`config.mk`:
```
export PLATFORM = sky130hd
export DESIGN_NAME = cycle_timer
export DESIGN_NICKNAME = d
export VERILOG_FILES = /design/src/rtl/cycle_timer.sv
export SDC_FILE = /design/constraint.sdc
export NUM_CORES = 1
export LEC_CHECK = 0
export BUFFER_PORTS_ARGS = -buffer_cell sky130_fd_sc_hd__buf_2
export CORE_ASPECT_RATIO = 0.8
export CORE_MARGIN = 5
export CORE_UTILIZATION = 29
export CTS_CLUSTER_SIZE = 14
export DETAILED_ROUTE_END_ITERATION = 8
export HOLD_SLACK_MARGIN = 0.03
export SLEW_MARGIN = 20
export SYNTH_ARGS = -nofsm -noshare
export SYNTH_HDL_FRONTEND = slang
export SYNTH_SLANG_ARGS = --single-unit
```
`constraint.sdc`:
```
create_clock -name clk -period 2 [get_ports clk]
set_input_delay 0.3 -clock clk [delete_from_list [all_inputs] [get_ports clk]]
set_output_delay 0.3 -clock clk [all_outputs]
set_load 0.1 [all_outputs]
```
`src/rtl/cycle_timer.sv`:
```
// Loadable down-counter; done is high while the count sits at zero.
module cycle_timer #(
    parameter int WIDTH = 10
) (
    input  logic             clk,
    input  logic             rst_n,
    input  logic             load,
    input  logic [WIDTH-1:0] value,
    output logic             done
);

    logic [WIDTH-1:0] count;

    always_ff @(posedge clk) begin
        if (!rst_n) begin
            count <= '0;
        end else if (load) begin
            count <= value;
        end else if (count != '0) begin
            count <= count - 1'b1;
        end
    end

    assign done = (count == '0);

endmodule

```
==> results of run 1 <==
through the flow:
stage / cells / cell area (um^2)
after floorplan: 65 / 588
after global placement: 102 / 704
after detailed placement: 102 / 704
after CTS: 110 / 764
after global routing: 112 / 783
final: 112 / 783
path summary, 6_finish.rpt:
check / start / endpoint / slack (ps) / cells past startpoint
min: value[0] / count[0] / 270 / 3
max reg2reg: count[0] / count[1] / 80 / 9
max: count[1] / done / 70 / 5
min reg2reg: count[8] / count[8] / 580 / 2
cell families after synthesis:
logic type	synth area share [%]
xor+xnor	4.59
simple gates	32.5
buf+inv	4.15
flops	34.9
compound gates	17.9
mux	3.71
fa+ha+maj	2.18
where the power goes:
group / switching, uW / internal [uW]
clock: 73.7 / 69.7
combinational: 101 / 108
sequential: 22.9 / 222
total: 197 / 400
routing by layer:
layer / track usage, % / vias to the layer above / wire length (um) / part of all wire (%)
li1: - / 292 / - / -
met4: 2.21 / 0 / 20 / 1.4
met1: 13.3 / 248 / 679 / 49
met3: 5.48 / 2 / 94 / 6.7
met2: 12.9 / 16 / 599 / 43
met5: 0 / - / 0 / 0
layout by cell type, fill, tap and decap left out, types with 2 or more instances in the layout:
cell type,n
inv_2,2
buf_4,9
dfxtp_1,8
nand4_1,2
nand3_1,4
nand2_1,5
a21oi_1,4
a32o_1,2
nor4_1,2
or4b_2,2
dfxtp_2,2
o31ai_1,2
nor2_1,4
xor2_1,2
clkbuf_4,3
inv_1,2
o21ai_0,4
buf_2,12
cell type report:
| cell class | instances | area, um^2 | share of cell area, % |
|---|---|---|---|
| clock buffers | 3 | 22.5 | 2.88 |
| inverters | 4 | 15.0 | 1.92 |
| multi-input cells | 49 | 365 | 46.6 |
| flip-flops and latches | 10 | 203 | 25.9 |
| well taps | 24 | 30.0 | 3.83 |
| repair buffers | 22 | 148 | 18.8 |
critical path, stage by stage, from the launching register on:
cell and delay, ps:
dfxtp_2 320, inv_2 60, ha_4 120, or4b_4 470
nor3_4 180, buf_12 200
timing repair:
item,4_1_cts,5_1_grt
pin swaps,2,2
setup buffers,5,2
hold buffers,0,0
gates resized for setup,0,1
hold endpoints to repair,0,0
endpoints found under the setup margin,1,1
==> metrics.md, run 1 <==
| Metric | Value |
|---|---|
| Run status | finished, final reports clean |
| CTS max path bufs | 2 |
| Relative max-transition margin | 80.6% |
| Worst vdd ir | 0.436 mV |
| Max Cap Violations | 0 |
| Top flop regs | count: 10 flops |
| Vias in the first global route | 477 |
| Critical Path Source Type | flop |
| Largest net degree at the start of global routing | 16 |
| Ant diodes | 0 |
| Slew Viols, Final | 0 |
| Most numerous cell in the Yosys netlist | dfxtp_1 |
| Layout cells sized above 1 | 45.5% |
| Fill cell count | between 150 and 200 |
| RSZ-0062 raised after global routing | true |
| Worst-margin pin slew | 288 ps |
| Setup-failing EPs final | 0 |
| Crit Path Max Fanout | 2 |
| Top post-synthesis cells by area | dfxtp_1 (35%), a21oi_1 (3.5%), a32o_1 (3.5%) |
| Crit path kind | reg2out |
| Synthesized area | 573 um^2 |
| Final wirelength | 1390 um |
| H-tree Lvls | 1 |
| Half-perimeter wire length after placement | approximately 960 um |
| Clk_lat worst skew | approximately 270 ps |
| Post-layout minimum cycle time | 1930 ps |
| Num rows | 14 |
| Area fraction of the dominant cell type after synthesis | a little over a third |
| Synth Register Bits | 10 |
| Synth Instances | 65 |
| Worst-path clk slew | 60 ps |
| Fin nets | around 100 |
| Dpl ws | ~220 ps |
| Most frequent cells after synthesis | dfxtp_1 (10), nand2_1 (5) |
| TritonRoute pass-1 iters | 4 |
| Remaining Overflow, GRT | 0 |
| Initial antenna violation count | 0 |
| Post-synthesis sequential area ratio | 34.9% |
| Worst Clk Skew | roughly 3.3 ps |
| Gpl congestion | about 0.74 |
| Root Buffer | clkbuf_4 |
| Ys async rst share | 0% |
| Die width | 59.7 um |
| Ys Warns | 0 |
| Input/output buffers | 13 |
| Area of the die | 2970 um^2 |
| Netlist cell types | 30 |
| # IOs | 14 |
| Net Count, Synth | 79 |
| Design Power | 597 uW |
| WP data required | approximately 1700 ps |
| Max reg flops | 10 |
| Synth area leader | dfxtp_1 |
| Sink Count | 10 |
| Util after Layout | between 40% and 50% |
| Crit end category | output pin |
| Setup ws final | 69.4 ps |
| Largest Register | count |
| Core area | between 1500 and 2000 um^2 |
| Setup TNS | 0 ps |
| Mapped Avg Cell Area | slightly below 9 um^2 |
| DRC violations left | 0 |
| DR iter-0 viols | 5 |
| DR vias/cell | between 4 and 5 |
| Via count | 558 |
| GRT Total Usage | 9.69% |
| Period utilization | 96.5% |
| First-pass GRT wire length | 2140 um |
| EDFF count, synth | 0 |
| Arr. time, crit path | about 1600 ps |
| Fin. Hold Viols | 0 |
| Power per standard cell area | between 700 and 800 nW/um^2 |
| Leak Pwr | 0.000340 uW |
| Area grow syn2layout | 36.7% |
| Die Span Y | roughly 50 um |
| Hold Path Class | in2reg |
| FMAX | 518 MHz |
| Initial Util | between 30% and 40% |
| Avg WL per Cell | around 12 um |
| CTS Buf Count | 3 |
| Hold WS | 274 ps |
| Post-DRT Antenna Nets | 0 |
| CTS tree | built |
| Main synth FF type | dfxtp_1 |
Note: power is estimated with default switching activity, not from simulation.
==> run 2: changes to the inputs <==
CELL_PAD_IN_SITES_DETAIL_PLACEMENT = 2   (was not set)
CELL_PAD_IN_SITES_GLOBAL_PLACEMENT = 2   (was not set)
PLACE_DENSITY_LB_ADDON = 0.1   (was not set)
==> run 2 against run 1 <==
  * Final area grew 4.6%
  * Maximum frequency decreased by 2.9%
  * Flip-flop and latch count stayed put
  * Critical endpoint unchanged
  * Largest cell class unchanged
==> metrics.md, run 2 (synthesis gave the netlist of run 1 again) <==
| Metric | Value |
|---|---|
| Relative max-transition margin | 81.4% (+0.80 points) |
| Period utilization | 99.4% (+2.9 points) |
| DRC violations left | 0 (unchanged) |
| Hold Path Class | in2reg |
| CTS max path bufs | 2 (unchanged) |
| Input/output buffers | 13 (unchanged) |
| Bufs and invs on worst path | 2 (unchanged) |
| Worst Clk Skew | 5.90 ps (+2.56 ps) |
| Root Buffer | clkbuf_4 |
| Initial antenna violation count | 0 (unchanged) |
| GRT Total Usage | 13.9% (+4.2 points) |
| Arr. time, crit path | 1690 ps (+60 ps) |
| Setup TNS | 0 ps (unchanged) |
| Slack of the worst reg-to-reg path | 110 ps (+30 ps) |
| Fin cells | 114 (+1.8%) |
| CTS Buf Count | 3 (unchanged) |
| Vias in the first global route | 673 (+41%) |
| Max Cap Violations | 0 (unchanged) |
| Crit Path Max Fanout | 2 (unchanged) |
| Placed insts | 103 (+0.98%) |
| Most common cell after layout, fill and taps aside | buf_2 |
| Top flop regs | count: 10 flops |
| Crit end category | output pin |
| Reg power frac | 36.8% (-4.1 points) |
| Most frequent cells in the layout | buf_2 (12), buf_4 (10), dfxtp_1 (8) |
| Critical Path Source Type | flop |
| Fin nets | 105 (+0.96%) |
| Worst-margin pin slew | 276 ps (-11.7 ps) |
| First-pass GRT wire length | 3030 um (+42%) |
| TritonRoute pass-1 iters | 4 (unchanged) |
| CP max stage delay | 470 ps (about the same) |
| Critical path, cell by cell | inv_4, ha_4, or4b_4, nor3_4, buf_12 |
| Max reg flops | 10 (unchanged) |
| Avg WL per Cell | 15.5 um (+24%) |
| Largest Register | count |
| DR vias/cell | 5.28 (+6.0%) |
| Slew Viols, Final | 0 (unchanged) |
| Final wirelength | 1760 um (+26%) |
| Largest net degree at the start of global routing | 16 (unchanged) |
| Logic pwr share | 34.6% (-0.5 points) |
| Gpl congestion | 0.692 (-6.6%) |
| Crit-path leading delay family | simple AND/OR/NAND/NOR gates |
| Power per standard cell area | 810 nW/um^2 (+6.3%) |
| Remaining Overflow, GRT | 0 (unchanged) |
| Final Instance Area | 820 um^2 (+4.6%) |
| Core area | 1870 um^2 (unchanged) |
| CTS tree | built |
| NetSw | 215 uW (+8.8%) |
| Clk pwr share | 28.6% (+4.6 points) |
| Via count | 602 (+7.9%) |
| FMAX | 503 MHz (-2.9%) |
| Initial Util | 30.6% (unchanged) |
| Area grow syn2layout | 43.0% |
| Design Power | 664 uW (+11%) |
| Worst vdd ir | 0.429 mV (-1.6%) |
| Area of the die | 2970 um^2 (unchanged) |
| Hold path startpoint | value[7] |
| Die width | 59.7 um (unchanged) |
| Layout cells sized above 1 | 48.9% (+3.4 points) |
| RSZ-0062 raised after global routing | true |
| Switch share | 32.3% (-0.71 points) |
| # IOs | 14 (unchanged) |
| CP max stage cell | or4b_4 |
| # hold bufs at CTS | 0 (unchanged) |
| Post-layout minimum cycle time | 1990 ps (+58.3 ps) |
| Run status | finished, final reports clean |
| Die Span Y | 49.8 um (unchanged) |
| Worst setup path start | count[0] |
| Worst-path clk slew | 70 ps (about the same) |
| WP data required | 1700 ps (about the same) |
| Post-DRT Antenna Nets | 0 (unchanged) |
| Ant diodes | 0 (unchanged) |
| Clk_lat worst skew | 280 ps (about the same) |
| Crit path kind | reg2out |
| Fin. Hold Viols | 0 (unchanged) |
| Worst R2R Start | count[1] |
| DR iter-0 viols | 11 (+6) |
| Internal | 449 uW (+12%) |
| Leak Pwr | 0.000354 uW (+4.3%) |
| Num rows | 14 (unchanged) |
| Half-perimeter wire length after placement | 1270 um (+32%) |
| Cell Area, Placed | 712 um^2 (+1.1%) |
| Setup-failing EPs final | 0 (unchanged) |
| H-tree Lvls | 1 (unchanged) |
| Sink Count | 10 (unchanged) |
[run 2: cell count changes in the layout (fill, tap and decap cells not counted), sizes merged]
| cell | before | now |
|---|---|---|
| clkbuf | 3 | 4 |
| buf | 22 | 23 |
[run 2: timing repair]
item | CTS | global route
endpoints found under the setup margin | 1 | 2
buffers inserted | 5 | 3
resized for setup | 1 | 4
pin swaps | 2 | 2
[run 2: layout make-up]
| cell class | count | area, um^2 |
|---|---|---|
| sequential | 10 | 205 |
| inverter | 4 | 17.5 |
| multi-input combinational | 49 | 375 |
| fill | 212 | 1050 |
| timing repair buffer | 23 | 155 |
| tap | 24 | 30.0 |
| clock buffer | 4 | 36.3 |
[run 2: final timing paths]
kind              end  depth (start not counted)
max              done                          5
min reg2reg  count[8]                          2
max reg2reg  count[9]                          6
min          count[7]                          2
[run 2: per-layer routing]
metal / vias to the layer above / routed length, um / GRT usage [%]
met5: - / 0 / 0
met4: 0 / 14 / 4.43
met3: 2 / 94 / 5.48
met2: 14 / 828 / 23.0
met1: 290 / 825 / 16.0
li1: 296 / - / -
[run 2: power by group through the flow]
| stage | Combinational, uW | Sequential, uW | Clock, uW |
|---|---|---|---|
| after floorplan | 129 | 246 | 0 |
| after global placement | 186 | 248 | 0 |
| after detailed placement | 188 | 250 | 0 |
| after CTS | 212 | 242 | 202 |
| after global routing | 249 | 248 | 212 |
| final | 230 | 244 | 190 |
[run 2: stage by stage]
step / hold WS (ps) / setup slack [ps] / util, %
2_1_floorplan: 453 / -364 / -
3_3_place_gp: 505 / 190 / 38.0
3_5_place_dp: 511 / 170 / 38.0
4_1_cts: 250 / -92.8 / 42.1
5_1_grt: 249 / -73.5 / 43.7
6_report: 264 / 11.1 / 43.7
[run 2: worst register-to-register path, delay by kind of cell, from the launching register on]
family | cells | cell delay [ps]
AND/OR/NAND/NOR | 2 | 740
flip-flops | 1 | 330
multiplexers | 1 | 360
AO/OA/AOI/OAI | 1 | 140
buffers and inverters | 2 | 250
